==> src/rtl/neurosync_pkg.sv <==
// Shared types and constants for the neurosync sequence-game family:
// state encodings (exported on db_state) and the 8-bit LFSR definition.
package neurosync_pkg;

  typedef enum logic [3:0] {
    S_IDLE       = 4'd0,
    S_LOAD       = 4'd1,
    S_SHOW_ON    = 4'd2,
    S_SHOW_OFF   = 4'd3,
    S_PLAY       = 4'd4,
    S_CHECK      = 4'd5,
    S_NEXT_ROUND = 4'd6,
    S_DONE       = 4'd7
  } state_t;

  // Feedback taps: bits 7, 5, 4 and 3.
  localparam logic [7:0] LFSR_TAPS     = 8'b1011_1000;
  localparam logic [7:0] SEED_ZERO_SUB = 8'h01;

  function automatic logic [7:0] lfsr_next(input logic [7:0] s);
    return {s[6:0], ^(s & LFSR_TAPS)};
  endfunction

  // An all-zero seed would lock the LFSR, so it is swapped for a live one.
  function automatic logic [7:0] fix_seed(input logic [7:0] s);
    return (s == 8'h00) ? SEED_ZERO_SUB : s;
  endfunction

endpackage

==> src/rtl/neurosync_lfsr8.sv <==
// 8-bit Fibonacci LFSR with synchronous load and step; load has priority.
module neurosync_lfsr8
  import neurosync_pkg::*;
(
  input  logic       clock,
  input  logic       reset,
  input  logic       load,
  input  logic       step,
  input  logic [7:0] seed,
  output logic [7:0] state
);

  always_ff @(posedge clock or negedge reset) begin
    if (!reset) begin
      state <= SEED_ZERO_SUB;
    end else if (load) begin
      state <= seed;
    end else if (step) begin
      state <= lfsr_next(state);
    end
  end

endmodule

==> src/rtl/neurosync_seq_engine.sv <==
// Sequence-game core: shows an LFSR-derived LED sequence, then checks button
// presses against it (single-round or progressive mode) with a press timeout.
module neurosync_seq_engine
  import neurosync_pkg::*;
#(
  parameter  int N_CH           = 4,
  parameter  int MAX_LEN        = 16,
  parameter  int ON_CYCLES      = 4,
  parameter  int OFF_CYCLES     = 2,
  parameter  int TIMEOUT_CYCLES = 50,
  parameter  int SCORE_W        = 5,
  localparam int CH_W           = $clog2(N_CH),
  localparam int LEN_W          = $clog2(MAX_LEN + 1)
) (
  input  logic               clock,
  input  logic               reset,
  input  logic               start,
  input  logic               mode,
  input  logic [7:0]         seed,
  input  logic [LEN_W-1:0]   seq_len,
  input  logic [N_CH-1:0]    buttons,
  output logic [N_CH-1:0]    leds,
  output logic [SCORE_W-1:0] score,
  output logic               busy,
  output logic               done,
  output logic               win,
  output logic               timeout,
  output logic [3:0]         db_state
);

  localparam int TMR_MAX0 = (ON_CYCLES > OFF_CYCLES) ? ON_CYCLES : OFF_CYCLES;
  localparam int TMR_MAX  = (TMR_MAX0 > TIMEOUT_CYCLES) ? TMR_MAX0 : TIMEOUT_CYCLES;
  localparam int TMR_W    = $clog2(TMR_MAX + 1);

  state_t             state, next_state;
  logic [TMR_W-1:0]   tmr;
  logic [LEN_W-1:0]   idx, round, len_q, eff_len;
  logic [7:0]         seed_q, lfsr_q, lfsr_seed;
  logic               mode_q;
  logic [N_CH-1:0]    cap, btn_prev, target;
  logic [CH_W-1:0]    elem;
  logic               press_evt, last_elem;

  // FSM control strobes
  logic tmr_clr, idx_inc, idx_clr, lfsr_load, lfsr_step;
  logic score_inc, round_inc, take_start, set_win, set_to, cap_en;

  // Element idx is the low bits of the LFSR one step ahead of the stored state.
  assign elem      = CH_W'(lfsr_next(lfsr_q));
  assign target    = N_CH'(1) << elem;
  assign press_evt = (|buttons) & ~(|btn_prev);
  assign last_elem = (idx == round - LEN_W'(1));
  assign lfsr_seed = take_start ? fix_seed(seed) : seed_q;

  always_comb begin
    eff_len = seq_len;
    if (seq_len == '0) begin
      eff_len = LEN_W'(1);
    end else if (seq_len > LEN_W'(MAX_LEN)) begin
      eff_len = LEN_W'(MAX_LEN);
    end
  end

  neurosync_lfsr8 u_lfsr (
    .clock (clock),
    .reset (reset),
    .load  (lfsr_load),
    .step  (lfsr_step),
    .seed  (lfsr_seed),
    .state (lfsr_q)
  );

  always_ff @(posedge clock or negedge reset) begin
    if (!reset) begin
      state <= S_IDLE;
    end else begin
      state <= next_state;
    end
  end

  always_comb begin
    next_state = state;
    tmr_clr    = 1'b0;
    idx_inc    = 1'b0;
    idx_clr    = 1'b0;
    lfsr_load  = 1'b0;
    lfsr_step  = 1'b0;
    score_inc  = 1'b0;
    round_inc  = 1'b0;
    take_start = 1'b0;
    set_win    = 1'b0;
    set_to     = 1'b0;
    cap_en     = 1'b0;
    case (state)
      S_IDLE, S_DONE: begin
        if (start) begin
          take_start = 1'b1;
          lfsr_load  = 1'b1;
          next_state = S_LOAD;
        end
      end
      S_LOAD: begin
        tmr_clr    = 1'b1;
        next_state = S_SHOW_ON;
      end
      S_SHOW_ON: begin
        if (tmr == TMR_W'(ON_CYCLES - 1)) begin
          tmr_clr    = 1'b1;
          next_state = S_SHOW_OFF;
        end
      end
      S_SHOW_OFF: begin
        if (tmr == TMR_W'(OFF_CYCLES - 1)) begin
          tmr_clr = 1'b1;
          if (idx < round - LEN_W'(1)) begin
            idx_inc    = 1'b1;
            lfsr_step  = 1'b1;
            next_state = S_SHOW_ON;
          end else begin
            idx_clr    = 1'b1;
            lfsr_load  = 1'b1;
            next_state = S_PLAY;
          end
        end
      end
      S_PLAY: begin
        // A press landing on the expiry cycle still counts.
        if (press_evt) begin
          cap_en     = 1'b1;
          tmr_clr    = 1'b1;
          next_state = S_CHECK;
        end else if (tmr == TMR_W'(TIMEOUT_CYCLES - 1)) begin
          set_to     = 1'b1;
          next_state = S_DONE;
        end
      end
      S_CHECK: begin
        tmr_clr = 1'b1;
        if (cap != target) begin
          next_state = S_DONE;
        end else begin
          score_inc = ~mode_q;
          if (last_elem) begin
            next_state = S_NEXT_ROUND;
          end else begin
            idx_inc    = 1'b1;
            lfsr_step  = 1'b1;
            next_state = S_PLAY;
          end
        end
      end
      S_NEXT_ROUND: begin
        score_inc = mode_q;
        if (!mode_q || round == len_q) begin
          set_win    = 1'b1;
          next_state = S_DONE;
        end else begin
          round_inc  = 1'b1;
          idx_clr    = 1'b1;
          lfsr_load  = 1'b1;
          tmr_clr    = 1'b1;
          next_state = S_SHOW_ON;
        end
      end
      default: next_state = S_IDLE;
    endcase
  end

  always_ff @(posedge clock or negedge reset) begin
    if (!reset) begin
      tmr      <= '0;
      idx      <= '0;
      round    <= '0;
      len_q    <= '0;
      seed_q   <= SEED_ZERO_SUB;
      mode_q   <= 1'b0;
      score    <= '0;
      cap      <= '0;
      btn_prev <= '0;
      win      <= 1'b0;
      timeout  <= 1'b0;
      leds     <= '0;
    end else begin
      // btn_prev always tracks buttons, so presses outside PLAY never arm an edge.
      btn_prev <= buttons;
      leds     <= (state == S_SHOW_ON) ? target : '0;
      tmr      <= tmr_clr ? '0 : tmr + 1'b1;
      if (cap_en) begin
        cap <= buttons;
      end
      if (take_start) begin
        mode_q  <= mode;
        seed_q  <= fix_seed(seed);
        len_q   <= eff_len;
        round   <= mode ? LEN_W'(1) : eff_len;
        idx     <= '0;
        score   <= '0;
        win     <= 1'b0;
        timeout <= 1'b0;
      end else begin
        if (idx_clr) begin
          idx <= '0;
        end else if (idx_inc) begin
          idx <= idx + 1'b1;
        end
        if (round_inc) begin
          round <= round + 1'b1;
        end
        if (score_inc && score != '1) begin
          score <= score + 1'b1;
        end
        if (set_win) begin
          win <= 1'b1;
        end
        if (set_to) begin
          timeout <= 1'b1;
        end
      end
    end
  end

  assign busy     = (state != S_IDLE) && (state != S_DONE);
  assign done     = (state == S_DONE);
  assign db_state = state;

endmodule
==> config.mk <==
export PLATFORM = sky130hd
export DESIGN_NAME = neurosync_seq_engine
export DESIGN_NICKNAME = d
export VERILOG_FILES = /design/src/rtl/neurosync_pkg.sv /design/src/rtl/neurosync_lfsr8.sv /design/src/rtl/neurosync_seq_engine.sv
export SDC_FILE = /design/constraint.sdc
export NUM_CORES = 1
export LEC_CHECK = 0
export ABC_AREA = 1
export CAP_MARGIN = 0
export CORE_MARGIN = 2
export CORE_UTILIZATION = 40
export DETAILED_ROUTE_END_ITERATION = 10
export PLACE_DENSITY = 0.61
export SYNTH_ARGS = -nofsm -noshare
export SYNTH_HDL_FRONTEND = slang
export SYNTH_HIERARCHICAL = 1
export SYNTH_SLANG_ARGS = --single-unit
==> constraint.sdc <==
create_clock -name clock -period 3.6 [get_ports clock]
set_input_delay 0.72 -clock clock [delete_from_list [all_inputs] [get_ports clock]]
set_output_delay 0.72 -clock clock [all_outputs]
set_load 0.1 [all_outputs]
Word level (Yosys, flattened, before mapping)
Index checks and enable logic that the tools add are counted.
{ "op_classes": {"shift": 1, "n_bitwise": 3, "n_mux": 55, "n_reduce_logical": 20, "magnitude_cmp": 2, "add_sub_neg": 5, "n_eq_ne": 19} }
{ "ops": {"columns": ["cell", "count"], "rows": [
  ["5-bit 2-to-1 mux", 10],
  ["8-bit 2-to-1 mux", 4],
  ["4-bit case mux with 7 select lines", 1],
  ["1-bit 2-to-1 mux", 24],
  ["4-bit 2-to-1 mux", 6],
  ["4-bit by 3-bit == test with 1-bit output (second input constant)", 4],
  ["5-bit by 1-bit adder with 5-bit output (second input constant)", 3],
  ["5-bit == test", 2],
  ["2-bit nonzero test", 5],
  ["4-bit by 2-bit == test with 1-bit output (second input constant)", 2],
  ["8-bit zero test", 1],
  ["4-bit OR reduction", 2],
  ["8-bit XOR reduction", 1],
  ["6-bit by 1-bit adder with 6-bit output (second input constant)", 1],
  ["6-bit by 1-bit == test with 1-bit output (second input constant)", 1],
  ["6-bit by 2-bit == test with 1-bit output (second input constant)", 1],
  ["6-bit == test (second input constant)", 1],
  ["3-bit 2-to-1 mux", 2],
  ["6-bit 2-to-1 mux", 1],
  ["2-bit != test (second input constant)", 3],
  ["1-bit case mux with 2 select lines", 3],
  ["5-bit greater-than comparator (second input constant)", 1],
  ["5-bit zero test", 1],
  ["5-bit less-than comparator", 1],
  ["20 further kinds", 24]
]} }
{ "totals": {"in_bits": 21, "wordCells": 119, "output_inout_bits": 17, "register_bits": 61} }

Depth between registers and ports, before layout
Gate-level depths: netlist of run 1.
{ "depth": {"word_depth": 8, "mapped_depth": 17, "ltp_nobuf": 16} }

Hierarchy
The synthesis of run 1 kept the hierarchy.
{ "by_module_without_submodules": {"columns": ["mod", "area_each_um2", "seq_area_each_um2", "instances", "cells_each"], "rows": [
  ["neurosync_seq_engine", 2962.8, 1302.5, 1, 368],
  ["neurosync_lfsr8", 425.4, 201.4, 1, 56]
]} }

Worst setup path after synthesis of run 1
Ideal clock, no wire load.
{ "synth_timing": {"path_type": "reg2out", "startpoint": "register state[1] (netlist: db_state[1])", "endpoint": "output port busy", "n_path_buf": 0, "arrival_time_ns": 2.633, "setup_slack_ns": 0.247, "stages_incl_launch_ff": 6, "required_ns": 2.880, "cell_sequence": "dfrtp_1 nand2_1 nor2_2 inv_2 o21ai_2 inv_1"} }
{ "synth_between": {"elab_chain_len": 2, "word_cells_on_any_way": 3, "classes_between": "eq/ne (1); reduce/logical (2)"} }
{ "synth_rtl": {"columns": ["element", "line", "source"], "rows": [
  ["start, declared", "neurosync_seq_engine.sv:35", "state_t state, next_state;"],
  ["start signal, assigned", "neurosync_seq_engine.sv:77", "state <= next_state;"],
  ["4-bit by 3-bit != test with 1-bit output / 4-bit nonzero test (equally long branches)", "neurosync_seq_engine.sv:222", "assign busy = (state != S_IDLE) && (state != S_DONE);"],
  ["1-bit logical AND (*)", "neurosync_seq_engine.sv:222", null],
  ["end, declared", "neurosync_seq_engine.sv:24", "output logic busy,"]
]} }
Mark *: on every way between the ends. The rest lies on a longest branch, timed or not.

Worst setup path after layout of run 1
{ "layout_timing": {"startpoint": "register round[0]", "endpoint": "register u_lfsr.state[0]"} }
{ "layout_between": {"elab_chain_len": 6, "word_cells_on_any_way": 16, "classes_between": "add/sub (1); order compare (1); eq/ne (2); mux (10); reduce/logical (2)"} }
{ "layout_rtl": {"columns": ["element", "line", "source"], "rows": [
  ["start, declared", "neurosync_seq_engine.sv:37", "logic [LEN_W-1:0] idx, round, len_q, eff_len;"],
  ["start signal, assigned", "neurosync_seq_engine.sv:195", "round <= mode ? LEN_W'(1) : eff_len;"],
  ["start signal, assigned", "neurosync_seq_engine.sv:207", "round <= round + 1'b1;"],
  ["5-bit by 1-bit subtractor with 5-bit output", "neurosync_seq_engine.sv:115", "if (idx < round - LEN_W'(1)) begin"],
  ["5-bit less-than comparator", "neurosync_seq_engine.sv:115", null],
  ["1-bit 2-to-1 mux", "neurosync_seq_engine.sv:115", null],
  ["1-bit 2-to-1 mux", "neurosync_seq_engine.sv:113", "if (tmr == TMR_W'(OFF_CYCLES - 1)) begin"],
  ["1-bit case mux with 3 select lines (*)", "neurosync_seq_engine.sv:94", "case (state)"],
  ["net lfsr_load", "neurosync_seq_engine.sv:45", "logic tmr_clr, idx_inc, idx_clr, lfsr_load, lfsr_step;"],
  ["8-bit 2-to-1 mux / 2-bit nonzero test (equally long branches)", null, null],
  ["end signal, assigned", "neurosync_lfsr8.sv:19", "state <= lfsr_next(state);"],
  ["end, declared", "neurosync_lfsr8.sv:10", "output logic [7:0] state"]
]} }
Mark *: on every way through the listed nets, which the timed path passes. The rest lies on a longest branch.
A chain may end at the register's enable or synchronous reset.

==> reports/summary.log, run 1 <==
qor: outcome.status finished clean
qor: cells_and_area.antenna-diode-count 0
qor: clocking.clock_path_buffers 2
qor: logic_synthesis.ys_top_cells_by_area dfrtp_1, nand2_1, inv_1
qor: critical_path.cp_common_cell nand2_1
qor: logic_synthesis.mappedNetlistArea 3390 µm²
qor: timing.fmax 357 MHz
qor: routing.routedLengthMet1 3410 µm
qor: critical_path.worstPathMaxFanout 10
qor: timing.hold_violations 0
qor: power_and_ir_drop.cellPowerDensity 925 nW/µm²
qor: clocking.number_of_clock_buffers_inserted_by_tritoncts 9
qor: grt.largest_net_degree_at_the_start_of_global_routing 30
qor: clocking.cts.repair_timing.setup_buffer_count 0
qor: clocking.cts_htree_levels 3
qor: floorplanning.die_x 96.0 µm
qor: critical_path.timing.critical_path.slowest_cell_delay 420 ps
qor: floorplanning.floorplan.die_area 9220 µm²
qor: grt.grt_overflow 0
qor: routing.finalWirelength 7090 µm
qor: placement.place.port_buffers 36
qor: logic_synthesis.synth_fp_nets 457
qor: critical_path.critical_path_s_slowest_cell dfrtp_1
qor: placement.dp_hpwl 5310 µm
qor: critical_path.required 3870 ps
qor: clocking.holdBufCountCts 0
qor: routing.drt_drc_violations_left 0
qor: timing.layout_setup_ws 796 ps
qor: logic_synthesis.post_synth_num_cell_types 37
qor: logic_synthesis.synth_warnings 6
qor: power_and_ir_drop.p_int 1.90 mW
qor: cells_and_area.layout-area-overhead-vs-synth 19.4%
qor: critical_path.crit_arrival 3080 ps
qor: grt.global_route.usage.total 17.2%
qor: routing.detailroute.wirelength.met3 262 µm
qor: routing.routed_via_density 4.89
qor: timing.rsz0062_at_grt false
qor: cells_and_area.final_layout_size_suffix_gt1_share 11.0%
qor: cells_and_area.finish.net_count 500
qor: critical_path.critPathLaunchType register
qor: floorplanning.die_h 96.0 µm
qor: logic_synthesis.post_synthesis_cell_type_with_the_largest_combined_area dfrtp_1
qor: timing.report.final.setup_viol 0
qor: power_and_ir_drop.power.share.switching 49.3%
qor: floorplanning.core 8220 µm²
qor: clocking.postCtsResizedCells 0
qor: timing.report.final.slew_viol_count 0
qor: power_and_ir_drop.cellLeakagePower 1.98 nW
qor: floorplanning.fp-row-count 33
qor: timing.setup-tns-final 0 ps
qor: logic_synthesis.ys_seq_elements 60
qor: routing.dr.max_layer_used met4
qor: timing.timing.clock.skew 8.31 ps
qor: timing.final.min_clock_period 2800 ps
qor: clocking.clockRootBuffer clkbuf_8
qor: routing.detail_routed_net_length_per_standard_cell 12.3 µm
qor: routing.firstDrtPassIters 4
qor: placement.gpl.final_weighted_congestion 0.882
qor: critical_path.timing_worst_setup_path_type reg2reg
qor: timing.fin_crit_sh 77.9%
qor: clocking.cts_num_sinks 60
qor: timing.remaining_max_slew_budget_at_the_tightest_pin 35.1%
qor: hold_path.timing.hold.worst.class in2async
qor: clocking.tritoncts yes
qor: logic_synthesis.syn_avg_cell_area 7.99 µm²
qor: floorplanning.floorplan.io_pins 38
qor: routing.drt-initial-drc-count 105
qor: critical_path.critPathCaptureType register
qor: routing.postRouteAntennaNets 0
qor: routing.dr_wl_met2 3280 µm
qor: critical_path.cp.buffers_inverters 2
qor: grt.first_global_vias 2712
qor: logic_synthesis.synthCells 424
qor: critical_path.crit_path_cell_trace inv_1 > ha_1 > nand3_1 > xor2_1 > ha_1 > nand2_1 > nor2_1 > nor2_1 > nand3_1 > nand2_1 > nand2_1 > nor2_2 > inv_1 > nor2_4 > a22oi_1 > nand2_1
qor: routing.dr_total_vias 2822
qor: grt.grt_first_pass_wirelength 12300 µm
qor: power_and_ir_drop.p_sw 1.84 mW
qor: flow_run.maxCapViolations 0
qor: logic_synthesis.post-synth-top-area-fraction 42.8%
qor: power_and_ir_drop.power_frac_seq 30.9%
qor: power_and_ir_drop.power.share.combinational 52.4%
qor: clocking.clock_pin_slew_of_the_registers_on_the_worst_case_setup_and_hold_paths 70 ps
qor: power_and_ir_drop.peakVddDrop 0.000254 V
qor: grt.antenna_found_initial 0
qor: floorplanning.floorplan.initialDensity 41.2%
qor: power_and_ir_drop.share_clk_of_total_power 16.7%
qor: logic_synthesis.ys_seq_area_share 44.4%
qor: timing.max_slew.worst_pin.slew 970 ps
qor: clocking.worstSkewPairLatency 340 ps
qor: timing.finalHoldWorstSlack 292 ps
qor: critical_path.cp_top_family simple AND/OR/NAND/NOR gates
qor: placement.dp_slack 841 ps
==> flip-flops by register name, summed over array words and instances (netlist names) <==
register,cells
score,5
btn_prev,4
len_q,5
timeout,1
mode_q,1
db_state,3
idx,5
cap,4
seed_q,8
tmr,6
leds,4
u_lfsr/state,8
round,5
win,1
==> worst register-to-register path: cells and delay by family (launching register included) <==
family | cells | cell delay, ps
flip-flops | 1 | 420
adder cells (fa/ha/maj) | 2 | 500
AO/OA/AOI/OAI | 1 | 100
XOR/XNOR | 1 | 150
buffers and inverters | 2 | 410
AND/OR/NAND/NOR | 10 | 1160
==> stage by stage <==
stage / util (%) / area, µm² / cells / total power, mW
finish: 49.2 / 4040 / 577 / 3.74
global placement: 46.7 / 3840 / 561 / 3.10
global route: 49.2 / 4040 / 577 / 4.07
CTS: 49.2 / 4040 / 577 / 3.76
floorplan: - / 3390 / 424 / 2.69
detailed placement: 46.7 / 3840 / 561 / 3.13
==> cell usage after synthesis <==
| library cell | instances |
|---|---|
| nand2_4 | 4 |
| a22oi_1 | 3 |
| nand3_2 | 2 |
| a21oi_4 | 1 |
| buf_2 | 3 |
| buf_6 | 2 |
| nor4_1 | 2 |
| o21ai_0 | 20 |
| nand2_1 | 118 |
| o22ai_1 | 1 |
| mux2_2 | 1 |
| dfstp_2 | 2 |
| xnor2_1 | 5 |
| ha_1 | 12 |
| o21ai_2 | 2 |
| nor3b_1 | 3 |
| nor2_1 | 44 |
| nand4_1 | 12 |
| o211ai_1 | 1 |
| nor2_2 | 3 |
| nor2_4 | 4 |
| o21ai_1 | 2 |
| dfrtp_1 | 58 |
| nand4_4 | 1 |
| o31ai_1 | 2 |
| inv_2 | 4 |
| nand2_2 | 6 |
| buf_4 | 1 |
| a21oi_1 | 7 |
| inv_1 | 46 |
| conb_1 | 1 |
| nor3_1 | 5 |
| o21a_1 | 1 |
| a31oi_1 | 1 |
| nand3_1 | 30 |
| clkbuf_1 | 1 |
| xor2_1 | 13 |
==> per-layer routing <==
metal	GRT usage, %	vias up
met5	0	-
met4	6.43	0
met3	2.90	11
met2	27.6	44
met1	23.2	1318
li1	-	1449
==> logic make-up after synthesis <==
kind of cell | count (synthesis) | synth area share, %
buf+inv | 57 | 6.98
flops | 60 | 44.4
compound gates | 41 | 7.20
fa+ha+maj | 12 | 4.43
mux | 1 | 0.332
xor+xnor | 18 | 4.65
simple gates | 234 | 31.9
other cells | 1 | 0.111
==> cells in the final DEF, fill, tap and decap left out, types with 6 or more instances in the layout <==
cell type	count
nand2_1	118
ha_1	12
o21ai_0	20
nor2_1	44
buf_4	6
clkdlybuf4s50_1	32
a21oi_1	7
inv_1	46
xor2_1	13
nand2_2	6
nand3_1	30
nand4_1	12
clkbuf_8	11
dfrtp_1	58
==> power by group through the flow <==
stage               sequential (mW)  clock [mW]  combinational, mW
floorplan                      1.49           0               1.21
global placement               1.16           0               1.93
detailed placement             1.17           0               1.96
CTS                            1.16       0.638               1.97
global route                   1.19       0.665               2.21
finish                         1.16       0.625               1.96
==> final timing paths <==
| kind | from | end | slack [ps] | cells past startpoint |
|---|---|---|---|---|
| worst max-delay path | round[0] | u_lfsr/state[0] | 800 | 16 |
| worst min-delay path | reset | seed_q[3] | 290 | 1 |
| worst max register to register | round[0] | u_lfsr/state[0] | 800 | 16 |
| worst min register to register | u_lfsr/state[2] | u_lfsr/state[3] | 470 | 2 |
| max in group asynchronous | reset | u_lfsr/state[0] | 2570 | 2 |
| min in group clock | u_lfsr/state[2] | u_lfsr/state[3] | 470 | 2 |
==> area by class of cell <==
type / count / area (µm²)
Multi-Input combinational cell: 307 / 1650
Sequential cell: 60 / 1500
Clock inverter: 4 / 47.5
Timing Repair Buffer: 39 / 370
Inverter: 50 / 188
Clock buffer: 12 / 155
Fill cell: 797 / 4170
Tap cell: 105 / 131
No activity file was read; power rests on OpenSTA's default activity.
==> run 2: changes to the inputs <==
--- a/config.mk
+++ b/config.mk
@@ -10,7 +10,7 @@
 export CORE_MARGIN = 2
 export CORE_UTILIZATION = 40
 export DETAILED_ROUTE_END_ITERATION = 10
-export PLACE_DENSITY = 0.61
+export PLACE_DENSITY = 0.63
 export SYNTH_ARGS = -nofsm -noshare
 export SYNTH_HDL_FRONTEND = slang
 export SYNTH_HIERARCHICAL = 1
==> constraint.sdc (replaced) <==
create_clock -name clock -period 2.5 [get_ports clock]
set_input_delay 0.5 -clock clock [delete_from_list [all_inputs] [get_ports clock]]
set_output_delay 0.5 -clock clock [all_outputs]
set_load 0.1 [all_outputs]
==> run 2 against run 1 <==
Utilization grew 2.5 points. Hold slack worse by 150 ps. First-iteration DRC count decreased by 8.6%. Clock skew down 0.73 ps. Sequential share of layout area is 1.5 points lower. Register-to-register slack got worse by 650 ps. Sequential cell count unchanged. Highest routed layer unchanged. Final cell count rose by 2.6%. Total power increased by 56%. Global-route usage rose by 0.19 points. Combinational power is 57% higher.
==> reports/summary.log, run 2 (synthesis results as in run 1) <==
qor: cells_and_area.layout-area-overhead-vs-synth 25.3%
qor: clocking.clockRootBuffer clkbuf_8
qor: power_and_ir_drop.cellPowerDensity 1370 nW/µm²
qor: flow_run.maxCapViolations 0
qor: floorplanning.die_h 96.0 µm
qor: critical_path.cp-startpoint round[0]
qor: routing.dr_wl_met2 3520 µm
qor: placement.gpl.final_weighted_congestion 0.913
qor: outcome.status finished clean
qor: routing.dr.max_layer_used met4
qor: critical_path.critPathCaptureType register
qor: floorplanning.fp-row-count 33
qor: critical_path.r2r_cells 16
qor: clocking.cts_num_sinks 60
qor: placement.dp_hpwl 5380 µm
qor: cells_and_area.layout_common_cells nand2_1, dfrtp_1, nor2_1
qor: clocking.worstSkewPairLatency 340 ps
qor: timing.fmax 424 MHz
qor: routing.drt-initial-drc-count 96
qor: critical_path.crit_arrival 2640 ps
qor: clocking.clock_path_buffers 2
qor: grt.antenna_found_initial 0
qor: timing.timing.clock.skew 7.58 ps
qor: routing.postRouteAntennaNets 0
qor: timing.report.final.setup_viol 0
qor: cells_and_area.largestRegisters seed_q (8), u_lfsr/state (8), tmr (6)
qor: critical_path.worst_reg2reg_startpoint round[0]
qor: critical_path.required 2780 ps
qor: floorplanning.die_x 96.0 µm
qor: routing.dr_total_vias 2888
qor: grt.grt_first_pass_wirelength 12400 µm
qor: power_and_ir_drop.peakVddDrop 0.000430 V
qor: routing.finalWirelength 7400 µm
qor: placement.dp_slack 19.1 ps
qor: routing.routedLengthMet1 3490 µm
qor: cells_and_area.finish.net_count 515
qor: cells_and_area.sequential_cell_area 1520 µm²
qor: routing.routed_via_density 4.88
qor: grt.largest_net_degree_at_the_start_of_global_routing 38
qor: critical_path.timing_worst_setup_path_type reg2reg
qor: cells_and_area.mostFrequentLayoutCell nand2_1
qor: timing.fin_crit_sh 94.3%
qor: timing.setup-tns-final 0 ps
qor: critical_path.worstPathMaxFanout 8
qor: placement.place.port_buffers 36
qor: cells_and_area.antenna-diode-count 0
qor: clocking.holdBufCountCts 0
qor: cells_and_area.final_core_utilization 51.7%
qor: cells_and_area.n_fill_cell 769
qor: grt.first_global_vias 2707
qor: hold_path.timing.hold.worst.class in2async
qor: floorplanning.core 8220 µm²
qor: cells_and_area.fin_area 4250 µm²
qor: timing.hold_violations 0
qor: grt.grt_overflow 0
qor: timing.max_slew.worst_pin.slew 566 ps
qor: grt.global_route.usage.total 17.4%
qor: timing.report.final.slew_viol_count 0
qor: critical_path.critPathLaunchType register
qor: floorplanning.floorplan.die_area 9220 µm²
qor: clocking.tritoncts yes
qor: critical_path.setup.reg_to_reg.worst_slack 140 ps
qor: timing.layout_setup_ws 142 ps
qor: routing.detailroute.wirelength.met3 261 µm
qor: cells_and_area.final_layout_size_suffix_gt1_share 18.9%
qor: timing.remaining_max_slew_budget_at_the_tightest_pin 62.0%
qor: timing.final.min_clock_period 2360 ps
qor: clocking.cts_htree_levels 3
qor: power_and_ir_drop.report.power.total 5.83 mW
qor: placement.postPlaceCellArea 3920 µm²
qor: floorplanning.floorplan.io_pins 38
qor: routing.detail_routed_net_length_per_standard_cell 12.5 µm
qor: routing.firstDrtPassIters 4
qor: clocking.clock_pin_slew_of_the_registers_on_the_worst_case_setup_and_hold_paths 70 ps
qor: routing.drt_drc_violations_left 0
qor: clocking.number_of_clock_buffers_inserted_by_tritoncts 9
qor: cells_and_area.area_of_the_multi_input_gates 1690 µm²
qor: floorplanning.floorplan.initialDensity 41.2%
qor: power_and_ir_drop.cellLeakagePower 2.10 nW
==> run 2: cell type report <==
type | count | share of cell area, %
tap | 105 | 3.09
inverter | 50 | 4.57
clock inverter | 4 | 2.24
timing repair buffer | 54 | 10.9
sequential | 60 | 35.7
multi-input combinational | 307 | 39.9
clock buffer | 12 | 3.65
==> run 2: stage by stage <==
stage	instances	hold slack, ps
final	592	142
after global routing	592	183
after CTS	587	150
after detailed placement	571	470
after global placement	571	464
after floorplan	424	204
==> run 2: repair_timing <==
action	in CTS	in global routing
pin swaps	0	8
gates resized for setup	1	10
setup endpoints to repair	1	9
setup buffers	0	5
==> run 2: report_power, final <==
group	switching (mW)	leakage, nW	internal (mW)
sequential	0.317	0.747	1.35
clock	0.384	0.127	0.716
combinational	2.03	1.23	1.03
==> run 2: worst paths after layout <==
path | end
max in group asynchronous | u_lfsr/state[0]
min in group clock | u_lfsr/state[2]
min | seed_q[3]
max | u_lfsr/state[3]
min reg2reg | u_lfsr/state[2]
max reg2reg | u_lfsr/state[3]
==> run 2: per-layer routing <==
metal | vias up | track usage (%)
li1 | 1483 | -
met1 | 1344 | 23.8
met2 | 47 | 26.7
met3 | 14 | 3.13
met4 | 0 | 7.74
met5 | - | 0
==> run 2: critical path: stages, from the launching register on <==
cell	delay, ps
dfrtp_1	390
inv_2	80
ha_4	140
nand3_1	100
xor2_1	160
ha_1	340
nand2_2	80
nor2_1	40
nor2_1	100
nand3_1	120
nand2_1	100
nand2_2	80
nor2_4	150
inv_4	70
nor2_4	170
a22oi_1	100
nand2_1	80
==> run 3: changes to the inputs <==
--- a/config.mk
+++ b/config.mk
@@ -6,10 +6,11 @@
 export NUM_CORES = 1
 export LEC_CHECK = 0
 export ABC_AREA = 1
-export CAP_MARGIN = 0
+export CAP_MARGIN = 20
 export CORE_MARGIN = 2
 export CORE_UTILIZATION = 40
 export DETAILED_ROUTE_END_ITERATION = 10
+export GPL_TIMING_DRIVEN = 0
 export PLACE_DENSITY = 0.63
 export SYNTH_ARGS = -nofsm -noshare
 export SYNTH_HDL_FRONTEND = slang
==> run 3 against run 2 <==
Final cell count did not move. First-iteration DRC count increased by 29%. Global-route usage up 0.43 points. Sequential power barely moved. Hold slack improved by 54 ps. Clock skew fell by 2.8 ps. Sequential cell count unchanged. Setup slack worse by 98 ps. Wire length increased by 0.50%. Register-to-register slack worse by 98 ps. Utilization decreased by 0.14 points.
==> reports/summary.log, run 3 (synthesis results as in run 1) <==
qor: timing.rsz0062_at_grt true
qor: floorplanning.floorplan.die_area 9220 µm²
qor: routing.finalWirelength 7440 µm
qor: routing.detail_routed_net_length_per_standard_cell 12.6 µm
qor: timing.report.final.setup_viol 0
qor: power_and_ir_drop.power.share.switching 48.6%
qor: placement.dp_hpwl 5350 µm
qor: critical_path.timing_worst_setup_path_type reg2reg
qor: grt.first_global_vias 2790
qor: timing.max_slew.worst_pin.slew 979 ps
qor: power_and_ir_drop.power.share.combinational 54.2%
qor: floorplanning.die_h 96.0 µm
qor: critical_path.critPathLaunchType register
qor: flow_run.maxCapViolations 0
qor: grt.grt_first_pass_wirelength 12700 µm
qor: timing.hold_violations 0
qor: clocking.tritoncts yes
qor: clocking.cts_htree_levels 3
qor: routing.dr_total_vias 2888
qor: floorplanning.die_x 96.0 µm
qor: critical_path.critical_path_s_slowest_cell dfrtp_1
qor: floorplanning.floorplan.io_pins 38
qor: clocking.clock_path_buffers 2
qor: grt.global_route.usage.total 17.8%
qor: timing.timing.clock.skew 4.80 ps
qor: cells_and_area.layout-area-overhead-vs-synth 25.0%
qor: clocking.cts_num_sinks 60
qor: routing.firstDrtPassIters 5
qor: timing.remaining_max_slew_budget_at_the_tightest_pin 34.5%
qor: clocking.holdBufCountCts 0
qor: clocking.number_of_clock_buffers_inserted_by_tritoncts 9
qor: timing.fin_crit_sh 98.3%
qor: cells_and_area.final_layout_size_suffix_gt1_share 16.0%
qor: placement.placed_cells_incl_taps 566
qor: clocking.clockRootBuffer clkbuf_8
qor: grt.antenna_found_initial 0
qor: power_and_ir_drop.cellLeakagePower 2.07 nW
qor: clocking.clock_pin_slew_of_the_registers_on_the_worst_case_setup_and_hold_paths 70 ps
qor: power_and_ir_drop.p_int 2.90 mW
qor: placement.dp_slack -251 ps
qor: cells_and_area.layout_common_cells nand2_1, dfrtp_1, nor2_1
qor: timing.finalHoldWorstSlack 195 ps
qor: placement.gpl.final_weighted_congestion 0.881
qor: timing.report.final.slew_viol_count 0
qor: routing.drt-initial-drc-count 124
qor: floorplanning.fp-row-count 33
qor: critical_path.worstPathMaxFanout 8
qor: routing.routed_via_density 4.88
qor: floorplanning.floorplan.initialDensity 41.2%
qor: cells_and_area.finish.net_count 515
qor: clocking.worstSkewPairLatency 340 ps
qor: power_and_ir_drop.p_sw 2.74 mW
qor: critical_path.crit_path_cell_trace inv_2 > ha_4 > nand3_2 > xor2_1 > ha_1 > nand2_1 > nor2_1 > nor2_1 > nand3_1 > nand2_1 > nand2_2 > nor2_4 > inv_2 > buf_6 > nor2_4 > a22oi_1 > nand2_1
qor: power_and_ir_drop.peakVddDrop 0.000421 V
qor: power_and_ir_drop.share_clk_of_total_power 15.9%
qor: critical_path.critPathCaptureType register
qor: cells_and_area.stdcell_count 592
qor: critical_path.crit_arrival 2740 ps
qor: cells_and_area.largestRegisters seed_q (8), u_lfsr/state (8), tmr (6)
qor: hold_path.timing.hold.worst.class in2async
qor: cells_and_area.antenna-diode-count 0
qor: power_and_ir_drop.power_frac_seq 29.9%
qor: timing.final.min_clock_period 2460 ps
qor: power_and_ir_drop.cellPowerDensity 1330 nW/µm²
qor: floorplanning.core 8220 µm²
qor: outcome.status finished clean
qor: timing.layout_setup_ws 43.3 ps
qor: timing.setup-tns-final 0 ps
qor: critical_path.timing.critical_path.slowest_cell_delay 400 ps
qor: timing.fmax 407 MHz
qor: grt.grt_overflow 0
qor: cells_and_area.mostFrequentLayoutCell nand2_1
qor: routing.postRouteAntennaNets 0
qor: critical_path.required 2790 ps
qor: critical_path.cp_common_cell nand2_1
qor: grt.largest_net_degree_at_the_start_of_global_routing 32
qor: routing.drt_drc_violations_left 0
qor: placement.place.port_buffers 36
## run 3: changes by cell type in the layout (fill, tap and decap cells not counted), sizes merged
cell           delta
clkdlybuf4s50    +12
dlymetal6s2s      +2
bufinv            -2
clkinv            +1
clkinvlp          +1
dlygate4sd2       +1
buf              -16
clkbuf            +1
## run 3: worst max-delay path, delay by kind of cell (launching register included)
kind | cells | cell delay [ps]
AOI/OAI and AO/OA | 1 | 110
buffers and inverters | 3 | 290
adders and majority gates | 2 | 440
and+or+nand+nor | 10 | 1000
DFF | 1 | 400
xor gates and xnor gates | 1 | 150
## run 3: what timing repair did
| item | 4_1_cts | 5_1_grt |
|---|---|---|
| resized for setup | 6 | 11 |
| buffers inserted | 3 | 7 |
| pin swaps | 3 | 6 |
| cloned | 0 | 1 |
| setup endpoints to repair | 10 | 12 |
## run 3: power by group through the flow
stage	clock [mW]	combinational (mW)	sequential, mW
after floorplan	0	1.76	2.16
after global placement	0	2.83	1.68
after detailed placement	0	2.89	1.69
after CTS	0.923	2.95	1.67
after global routing	0.956	3.42	1.74
final	0.898	3.06	1.69
## run 3: stage by stage
step           instance area (µm²)  total power, mW  util [%]
4_1_cts                       4150             5.54      50.5
3_3_place_gp                  3910             4.51      47.6
6_report                      4240             5.64      51.5
2_1_floorplan                 3420             3.92         -
3_5_place_dp                  3920             4.58      47.7
5_1_grt                       4240             6.12      51.5
## run 3: final timing paths
kind                                  from              end  slack (ps)  depth (start not counted)
setup / recovery                  round[0]  u_lfsr/state[3]          40                         17
hold / removal                       reset  u_lfsr/state[2]         200                          1
setup reg to reg                  round[0]  u_lfsr/state[3]          40                         17
hold reg to reg            u_lfsr/state[2]  u_lfsr/state[3]         470                          2
max in group asynchronous            reset  u_lfsr/state[0]        1630                          2
min in group clock         u_lfsr/state[2]  u_lfsr/state[3]         470                          2
## run 3: area by class of cell
class                   count  area [µm²]
well taps                 105         131
plain buffers               6        45.0
inverters                  50         191
clock inverters             4        47.5
multi-input cells         307        1700
clock buffers              12         155
fillers                   770        3980
repair buffers             48         454
flip-flops and latches     60        1520
## run 3: layer usage
metal / wire, µm / track usage [%]
met1: 3530 / 23.3
met5: 0 / 0
met4: 156 / 9.52
met2: 3570 / 28.1
met3: 181 / 2.82
